`src/rtl/layer_sequencer.sv`:
```
// layer_sequencer: shares one sample across COUNT nodes, joins their activations and reduces their errors.
// Define LAYER_SEQUENCER_SATURATE_EN to clamp each error-reduction addition instead of wrapping.
module layer_sequencer #(
    parameter int WIDTH = 8,
    parameter int DEPTH = 2,
    parameter int COUNT = 2
) (
    input  logic                           clock,
    input  logic                           reset,
    input  logic                           train,
    input  logic                           input_forward_valid,
    output logic                           input_forward_ready,
    input  logic [DEPTH*WIDTH-1:0]         input_forward_data,
    output logic                           node_train,
    output logic [COUNT-1:0]               node_forward_valid,
    output logic [DEPTH*WIDTH-1:0]         node_forward_data,
    input  logic [COUNT-1:0]               node_forward_ready,
    input  logic [COUNT-1:0]               node_output_valid,
    input  logic [COUNT*WIDTH-1:0]         node_output_data,
    output logic [COUNT-1:0]               node_output_ready,
    output logic                           output_forward_valid,
    input  logic                           output_forward_ready,
    output logic [COUNT*WIDTH-1:0]         output_forward_data,
    input  logic                           input_backward_valid,
    output logic                           input_backward_ready,
    input  logic [COUNT*2*WIDTH-1:0]       input_backward_data,
    output logic [COUNT-1:0]               node_backward_valid,
    output logic [COUNT*2*WIDTH-1:0]       node_backward_data,
    input  logic [COUNT-1:0]               node_backward_ready,
    input  logic [COUNT-1:0]               node_error_valid,
    input  logic [COUNT*DEPTH*2*WIDTH-1:0] node_error_data,
    output logic [COUNT-1:0]               node_error_ready,
    output logic                           output_backward_valid,
    input  logic                           output_backward_ready,
    output logic [DEPTH*2*WIDTH-1:0]       output_backward_data
);
    localparam int EW = 2 * WIDTH;
    localparam int CW = $clog2(COUNT);

    typedef enum logic [3:0] {
        IDLE, SCATTER, GATHER, EMIT, DELTA, DISTRIBUTE, COLLECT, REDUCE, RETURN
    } state_t;

    state_t state, state_next;
    logic [DEPTH*WIDTH-1:0] sample;
    logic [COUNT*EW-1:0]    error_in;
    logic [WIDTH-1:0]       activation [COUNT];
    logic [EW-1:0]          error_slot [COUNT][DEPTH];
    logic [EW-1:0]          acc [DEPTH];
    logic [COUNT-1:0]       forward_sent, forward_got, backward_sent, backward_got;
    logic [COUNT-1:0]       forward_sent_next, forward_got_next, backward_sent_next, backward_got_next;
    logic [CW-1:0]          index;
    logic                   forward_accept, backward_accept, reduce_start;

    function automatic logic [EW-1:0] add(input logic [EW-1:0] a, input logic [EW-1:0] b);
`ifdef LAYER_SEQUENCER_SATURATE_EN
        logic [EW:0] s;
        s = {a[EW-1], a} + {b[EW-1], b};
        return (s[EW] != s[EW-1]) ? {s[EW], {(EW-1){~s[EW]}}} : s[EW-1:0];
`else
        return a + b;
`endif
    endfunction

    assign input_forward_ready   = reset & (state == IDLE);
    assign node_forward_valid    = (state == SCATTER) ? ~forward_sent : '0;
    assign node_output_ready     = (state == SCATTER || state == GATHER) ? forward_sent & ~forward_got : '0;
    assign output_forward_valid  = state == EMIT;
    assign input_backward_ready  = state == DELTA;
    assign node_backward_valid   = (state == DISTRIBUTE) ? ~backward_sent : '0;
    assign node_error_ready      = (state == DISTRIBUTE || state == COLLECT) ? backward_sent & ~backward_got : '0;
    assign output_backward_valid = state == RETURN;
    assign node_forward_data     = sample;
    assign node_backward_data    = error_in;

    assign forward_accept     = input_forward_valid & input_forward_ready;
    assign backward_accept    = input_backward_valid & input_backward_ready;
    assign forward_sent_next  = forward_sent | (node_forward_valid & node_forward_ready);
    assign forward_got_next   = forward_got | (node_output_valid & node_output_ready);
    assign backward_sent_next = backward_sent | (node_backward_valid & node_backward_ready);
    assign backward_got_next  = backward_got | (node_error_valid & node_error_ready);
    assign reduce_start       = (state == COLLECT) && (&backward_got_next);

    for (genvar k = 0; k < COUNT; k++) begin : g_join
        assign output_forward_data[k*WIDTH +: WIDTH] = activation[k];
    end
    for (genvar d = 0; d < DEPTH; d++) begin : g_reduce
        assign output_backward_data[d*EW +: EW] = acc[d];
    end

    always_ff @(posedge clock or negedge reset) begin
        if (!reset) state <= IDLE;
        else state <= state_next;
    end

    always_comb begin
        state_next = state;
        case (state)
            IDLE:       state_next = input_forward_valid ? SCATTER : IDLE;
            SCATTER:    state_next = (&forward_sent_next) ? GATHER : SCATTER;
            GATHER:     state_next = (&forward_got_next) ? EMIT : GATHER;
            EMIT:       state_next = !output_forward_ready ? EMIT : (node_train ? DELTA : IDLE);
            DELTA:      state_next = input_backward_valid ? DISTRIBUTE : DELTA;
            DISTRIBUTE: state_next = (&backward_sent_next) ? COLLECT : DISTRIBUTE;
            COLLECT:    state_next = reduce_start ? REDUCE : COLLECT;
            REDUCE:     state_next = (index == CW'(COUNT - 1)) ? RETURN : REDUCE;
            RETURN:     state_next = output_backward_ready ? IDLE : RETURN;
            default:    state_next = IDLE;
        endcase
    end

    // Capture paths stay open outside their states too; the ready masks gate them.
    always_ff @(posedge clock or negedge reset) begin
        if (!reset) begin
            sample        <= '0;
            node_train    <= 1'b0;
            error_in      <= '0;
            forward_sent  <= '0;
            forward_got   <= '0;
            backward_sent <= '0;
            backward_got  <= '0;
            index         <= '0;
            for (int k = 0; k < COUNT; k++) begin
                activation[k] <= '0;
                for (int d = 0; d < DEPTH; d++) error_slot[k][d] <= '0;
            end
            for (int d = 0; d < DEPTH; d++) acc[d] <= '0;
        end else begin
            if (forward_accept) begin
                sample     <= input_forward_data;
                node_train <= train;
            end
            if (backward_accept) error_in <= input_backward_data;
            forward_sent  <= forward_accept ? '0 : forward_sent_next;
            forward_got   <= forward_accept ? '0 : forward_got_next;
            backward_sent <= backward_accept ? '0 : backward_sent_next;
            backward_got  <= backward_accept ? '0 : backward_got_next;
            for (int k = 0; k < COUNT; k++) begin
                if (node_output_valid[k] && node_output_ready[k])
                    activation[k] <= node_output_data[k*WIDTH +: WIDTH];
                if (node_error_valid[k] && node_error_ready[k])
                    for (int d = 0; d < DEPTH; d++)
                        error_slot[k][d] <= node_error_data[(k*DEPTH+d)*EW +: EW];
            end
            if (reduce_start) begin
                index <= '0;
                for (int d = 0; d < DEPTH; d++) acc[d] <= '0;
            end else if (state == REDUCE) begin
                index <= index + 1'b1;
                for (int d = 0; d < DEPTH; d++) acc[d] <= add(acc[d], error_slot[index][d]);
            end
        end
    end
endmodule

```
`config.mk`:
```
export PLATFORM = sky130hd
export DESIGN_NAME = layer_sequencer
export DESIGN_NICKNAME = d
export VERILOG_FILES = /design/src/rtl/layer_sequencer.sv
export SDC_FILE = /design/constraint.sdc
export NUM_CORES = 1
export LEC_CHECK = 0
export BUFFER_PORTS_ARGS = -buffer_cell sky130_fd_sc_hd__buf_2
export CAP_MARGIN = 20
export CORE_MARGIN = 5
export CORE_UTILIZATION = 56
export DETAILED_ROUTE_END_ITERATION = 6
export HOLD_SLACK_MARGIN = 0.05
export PLACE_DENSITY_LB_ADDON = 0.2
export SLEW_MARGIN = 5
export SYNTH_ARGS = -nofsm -noshare
export SYNTH_HDL_FRONTEND = slang
export SYNTH_SLANG_ARGS = --single-unit
```
`constraint.sdc`:
```
create_clock -name clock -period 5.3 [get_ports clock]
set_input_delay 0.265 -clock clock [delete_from_list [all_inputs] [get_ports clock]]
set_output_delay 0.265 -clock clock [all_outputs]
set_load 0.005 [all_outputs]
```
## Word-level counts from Yosys, hierarchy flattened

Cells that the tools add are included.

| word-level totals | value |
|---|---|
| register bits after elaboration | 174 |
| output and inout port bits | 109 |

| operators by class | value |
|---|---|
| equal/unequal tests | 8 |
| reductions and logical operators | 13 |
| bitwise gates (word level) | 18 |
| add/sub/neg operators | 3 |
| mux-type cells | 26 |
| magnitude comparators | 1 |

Operator list:

| operator | count |
|---|---|
| $mux 32 | 5 |
| $pmux 4 s9 | 1 |
| $add 16x16->16 | 2 |
| $mux 2 | 10 |
| $eq 4x3->1 const B | 4 |
| $and 2x2->2 | 6 |
| $eq 4x2->1 const B | 2 |
| $mux 4 | 2 |
| $not 2->2 | 4 |
| $or 2x2->2 | 4 |
| $reduce_and 2->1 | 4 |
| $mux 1 | 6 |
| $mux 3 | 2 |
| $logic_and 1x1->1 | 5 |
| $eq 4x1->1 const B | 1 |
| $eq 4x4->1 const B | 1 |
| $logic_not 4->1 | 1 |
| $and 1x1->1 | 3 |
| $ge 2x2->1 const B | 1 |
| $logic_or 1x1->1 | 2 |
| $not 1->2 | 1 |
| $reduce_bool 2->1 | 1 |
| $add 1x1->1 const B | 1 |

## Depth between registers and ports, before layout

| logic depth | value |
|---|---|
| depth in word-level cells | 9 |
| gate-level depth with buffers | 11 |
| mapped depth without buffers | 10 |

## Worst setup path after synthesis

Ideal clock, no wire load.

| timing path | value |
|---|---|
| path type | register to register |
| start point | register index |
| end point | register acc (netlist bit output_backward_data[15]) |
| data required time | 5213 ps |
| data arrival time | 2868 ps |
| path buffers | 2 |
| slack | 2345 ps |
| library setup time | 87 ps |
| clock period less this slack | 2955 ps |
| cell stages (with the launch flop) | 11 |
| path through | dfrtp_1 > clkbuf_1 > buf_1 > mux2_2 > ha_1 > o21a_1 > o31a_1 > a21oi_1 > a21oi_1 > or4_1 > o211ai_1 |

| between the ends | value |
|---|---|
| word-level cells in the longest chain between the ends | 7 |

Ends and longest elaborated chain:

| element | RTL line | RTL |
|---|---|---|
| start, declared | 52 | `logic [CW-1:0] index;` |
| start signal, assigned | 149 | `index <= index + 1'b1;` |
| $not 1->2 (implied by the code) | 150 | `for (int d = 0; d < DEPTH; d++) acc[d] <= add(acc[d], error_slot[index][d]);` |
| $mux 32 (3 in a row) | n/a |  |
| $add 16x16->16 | 61 | `return a + b;` |
| $mux 32 | 148 | `end else if (state == REDUCE) begin` |
| $mux 32 | 145 | `if (reduce_start) begin` |
| end, declared | 49 | `logic [EW-1:0] acc [DEPTH];` |

No other way between the ends. The select of a mux whose other input is x is not followed.
A chain may end at the register's enable or synchronous reset.

## Worst setup path after layout

| timing path | value |
|---|---|
| start point | register index |
| end point | register acc (netlist bit output_backward_data[12]) |

The elaborated chain is that of the path after synthesis.

==> impl_metrics.tcl <==
set metrics [dict create \
    placed_cell_area_um2 9980 \
    fin_crit_ps 3190 \
    ys_seq_area_frac 0.507 \
    synthFlopType "dfrtp_1" \
    critPathArrivalTime_ps 3530 \
    r2r_start "index$_DFFE_PN0P_" \
    rsz0062_at_grt "false" \
    numCtsBuffers 17 \
    p_int_w 0.00408 \
    insertion_delay_ps 430 \
    synthMuxAreaShare 0.184 \
    worst_r2r_path_depth 9 \
    final_antenna_net_count 0 \
    post_cts.repair.setup_buffers 0 \
    hold_viol_final 0 \
    globalRouteOverflowTotal 0 \
    outcome "finished, final reports clean" \
    synth_top_family_by_area "multiplexers" \
    final_util 0.741 \
    combPwrFrac 0.424 \
    via_per_inst 5.41 \
    grt_max_degree 77 \
    multiInputGateArea_um2 4050 \
    yosysWarnings 0 \
    p_seq_frac 0.366 \
    period_share 0.602 \
    synthXorXnorAreaFrac 0.0255 \
    fill_cells 1043 \
    synthCells 768 \
    first_global_vias 7334 \
    drt_wl_total_um 22100 \
    path_class "flip-flop to flip-flop" \
    synth_area_um2 8590 \
    routabilityCongestion 0.860 \
    synthSimpleGateAreaFrac 0.125 \
    whs_ps 65.5 \
    fin_skew_ps 10.4 \
    r2r_slack_ps 2110 \
    synth_compound_area_frac 0.0880 \
    crit_required_ps 5640 \
    grt_antenna_before_repair 2 \
    tightestPinTransition_ps 1020 \
    reg2reg_to "output_backward_data[12]$_DFFE_PN0P_" \
    p_clk_frac 0.210 \
    num_rows 45 \
    die_w_um 134 \
    p_switching_w 0.00232 \
    die_h_um 134 \
    setup_viol 0 \
    yosys-top-cells-area "dfrtp_1, mux2_2, nand2_1, mux2_4, ha_1" \
    p_leak_nw 5.90 \
    ir_drop_mv 0.330 \
    postSynthAreaPerCell_um2 11.2 \
    dieArea_um2 17900 \
    drc_errors 0 \
    synth_edf_count 0 \
    drv_cap 0 \
    worstSetupEndpointType "flip-flop" \
    wl_per_cell_um 17.3 \
    relSlewSlack 0.318 \
    start_kind "flip-flop" \
    ys_ff_latch 174 \
    io_buffers 251 \
    hold_path.class "input port to flip-flop" \
    drtPass1Iterations 4 \
    ioPinCount 252 \
    area_growth_pct 30.7 \
    num_vias 6901 \
    core_area_um2 15100 \
    synth_nets 943 \
    nNetsFinal 1248 \
    cts_tree "yes" \
    async_flop_share 1.00 \
    synth.distinct_cells 51 \
    fmax_mhz 313 \
    cts_root_buffer "clkbuf_16" \
    postCtsResizedCells 0 \
    slew_viol_final 0 \
    start_util 0.567 \
    hpwlAfterDp_um 15100 \
    drt_iter0_drc 314 \
    hold_path_end "error_slot[35]$_DFFE_PN0P_" \
    hp-start "node_error_data[19]" \
    power_w 0.00640 \
    grt_pass1_wl_um 36200 \
    clk_path_buf_depth 2 \
    final_area_um2 11200 \
    final.setup.tns_ps 0 \
    h-tree-depth 4 \
    switching_share 0.363 \
    synth_fa_ha_area_frac 0.0484 \
    layout-drive-gt1-share 0.367 \
    synth.top_cell.area_share 0.507 \
    seq_area_um2 4360 \
    powerDensity_nw_per_um2 570 \
    yosysTopAreaCell "dfrtp_1" \
    path_clk_slew_ps 70 \
    hold_depth 2 \
    critPathMaxFanout 36 \
    grt_usage 0.252 \
    clock-sinks 174 \
]
## worst max-delay path, cell delays in order, from the launching register on
cell and delay (ps):
dfrtp_2 930, mux2_2 410, ha_1 210, fa_1 420, a21oi_1 230, o21ai_0 170
nand4_1 180, a21oi_1 110, o31a_1 260, o31ai_1 180
## how the worst max path moves through the flow
stage | cells past startpoint | endpoint | from
2_1_floorplan | 10 | output_backward_data[15]$_DFFE_PN0P_ | index$_DFFE_PN0P_
3_3_place_gp | 9 | output_backward_data[12]$_DFFE_PN0P_ | index$_DFFE_PN0P_
3_5_place_dp | 9 | output_backward_data[12]$_DFFE_PN0P_ | index$_DFFE_PN0P_
4_1_cts | 9 | output_backward_data[12]$_DFFE_PN0P_ | index$_DFFE_PN0P_
5_1_grt | 9 | output_backward_data[12]$_DFFE_PN0P_ | index$_DFFE_PN0P_
6_report | 9 | output_backward_data[12]$_DFFE_PN0P_ | index$_DFFE_PN0P_
## sequential cells by signal, indices dropped and copies added, names as in the netlist
| register | flops |
|---|---|
| node_backward_data | 32 |
| state | 4 |
| error_slot | 64 |
| node_train | 1 |
| index | 1 |
| output_backward_data | 32 |
| backward_sent | 2 |
| backward_got | 2 |
| forward_got | 2 |
| node_forward_data | 16 |
| output_forward_data | 16 |
| forward_sent | 2 |
## logic make-up after synthesis
family | Yosys count
multiplexers | 131
adder cells (fa/ha/maj) | 32
AND/OR/NAND/NOR | 245
buffers and inverters | 36
AO/OA/AOI/OAI | 125
flip-flops | 174
XOR/XNOR | 25
## power by group through the flow
stage,Combinational (W),Sequential [W],Clock (W)
6_report,0.00271,0.00234,0.00135
5_1_grt,0.00303,0.00242,0.00143
3_3_place_gp,0.00259,0.00233,0
3_5_place_dp,0.00264,0.00235,0
2_1_floorplan,0.00185,0.00224,0
4_1_cts,0.00270,0.00234,0.00136
## routing by layer
| metal | vias to the layer above | GRT usage | wire (µm) |
|---|---|---|---|
| met2 | 225 | 0.421 | 10900 |
| met4 | 0 | 0.0943 | 650 |
| met1 | 3326 | 0.303 | 9010 |
| met5 | - | 0 | 0 |
| li1 | 3304 | - | - |
| met3 | 46 | 0.0844 | 1620 |
## through the flow
stage / std cells / setup WS, ps
after floorplan: 768 / 2350
after global placement: 1182 / 2200
after detailed placement: 1183 / 2070
after CTS: 1272 / 2080
after global routing: 1276 / 1860
final: 1276 / 2110
## cells in the final DEF (no fill, tap or decap), drive strengths merged, types with 4 or more instances in the layout
cell type      n
nor2          33
and2           5
nor4           4
o21bai         4
o211ai         8
mux2         127
buf          258
inv           13
dfrtp        174
and3           9
bufinv         4
nand2b         6
o21ai         37
xor2          11
a22o           4
nor3           5
nand3          6
o22ai          6
clkbuf        18
o21a           5
o31ai          4
ha            30
xnor2         14
nand2        161
mux2i          4
nor2b          5
a21oi         43
dlygate4sd3   58
## cells in the mapped netlist (all sizes together), types with 2 or more instances
| library cell | n |
|---|---|
| dfrtp | 174 |
| nand2 | 161 |
| mux2 | 127 |
| a21oi | 43 |
| o21ai | 37 |
| nor2 | 33 |
| ha | 30 |
| clkbuf | 16 |
| buf | 14 |
| xnor2 | 14 |
| xor2 | 11 |
| and3 | 9 |
| o211ai | 8 |
| inv | 6 |
| nand2b | 6 |
| nand3 | 6 |
| o22ai | 6 |
| and2 | 5 |
| nor2b | 5 |
| nor3 | 5 |
| o21a | 5 |
| a22o | 4 |
| mux2i | 4 |
| nor4 | 4 |
| o21bai | 4 |
| o31ai | 4 |
| a31oi | 3 |
| nand4 | 3 |
| o31a | 3 |
| a211oi | 2 |
| fa | 2 |
| nand3b | 2 |
| nor3b | 2 |
| or4 | 2 |
## layout make-up
cell class,instances,share of cell area
clock inverters,14,0.0182
multi-input cells,558,0.360
flip-flops and latches,174,0.388
inverters,6,0.00201
diodes,2,0.000446
repair buffers,316,0.172
clock buffers,18,0.0382
well taps,188,0.0210
## repair_timing
item                                   4_1_cts  5_1_grt
hold buffers                                57        1
setup endpoints to repair                    0        0
endpoints found under the hold margin      129        1
No activity file was read; power rests on OpenSTA's default activity.
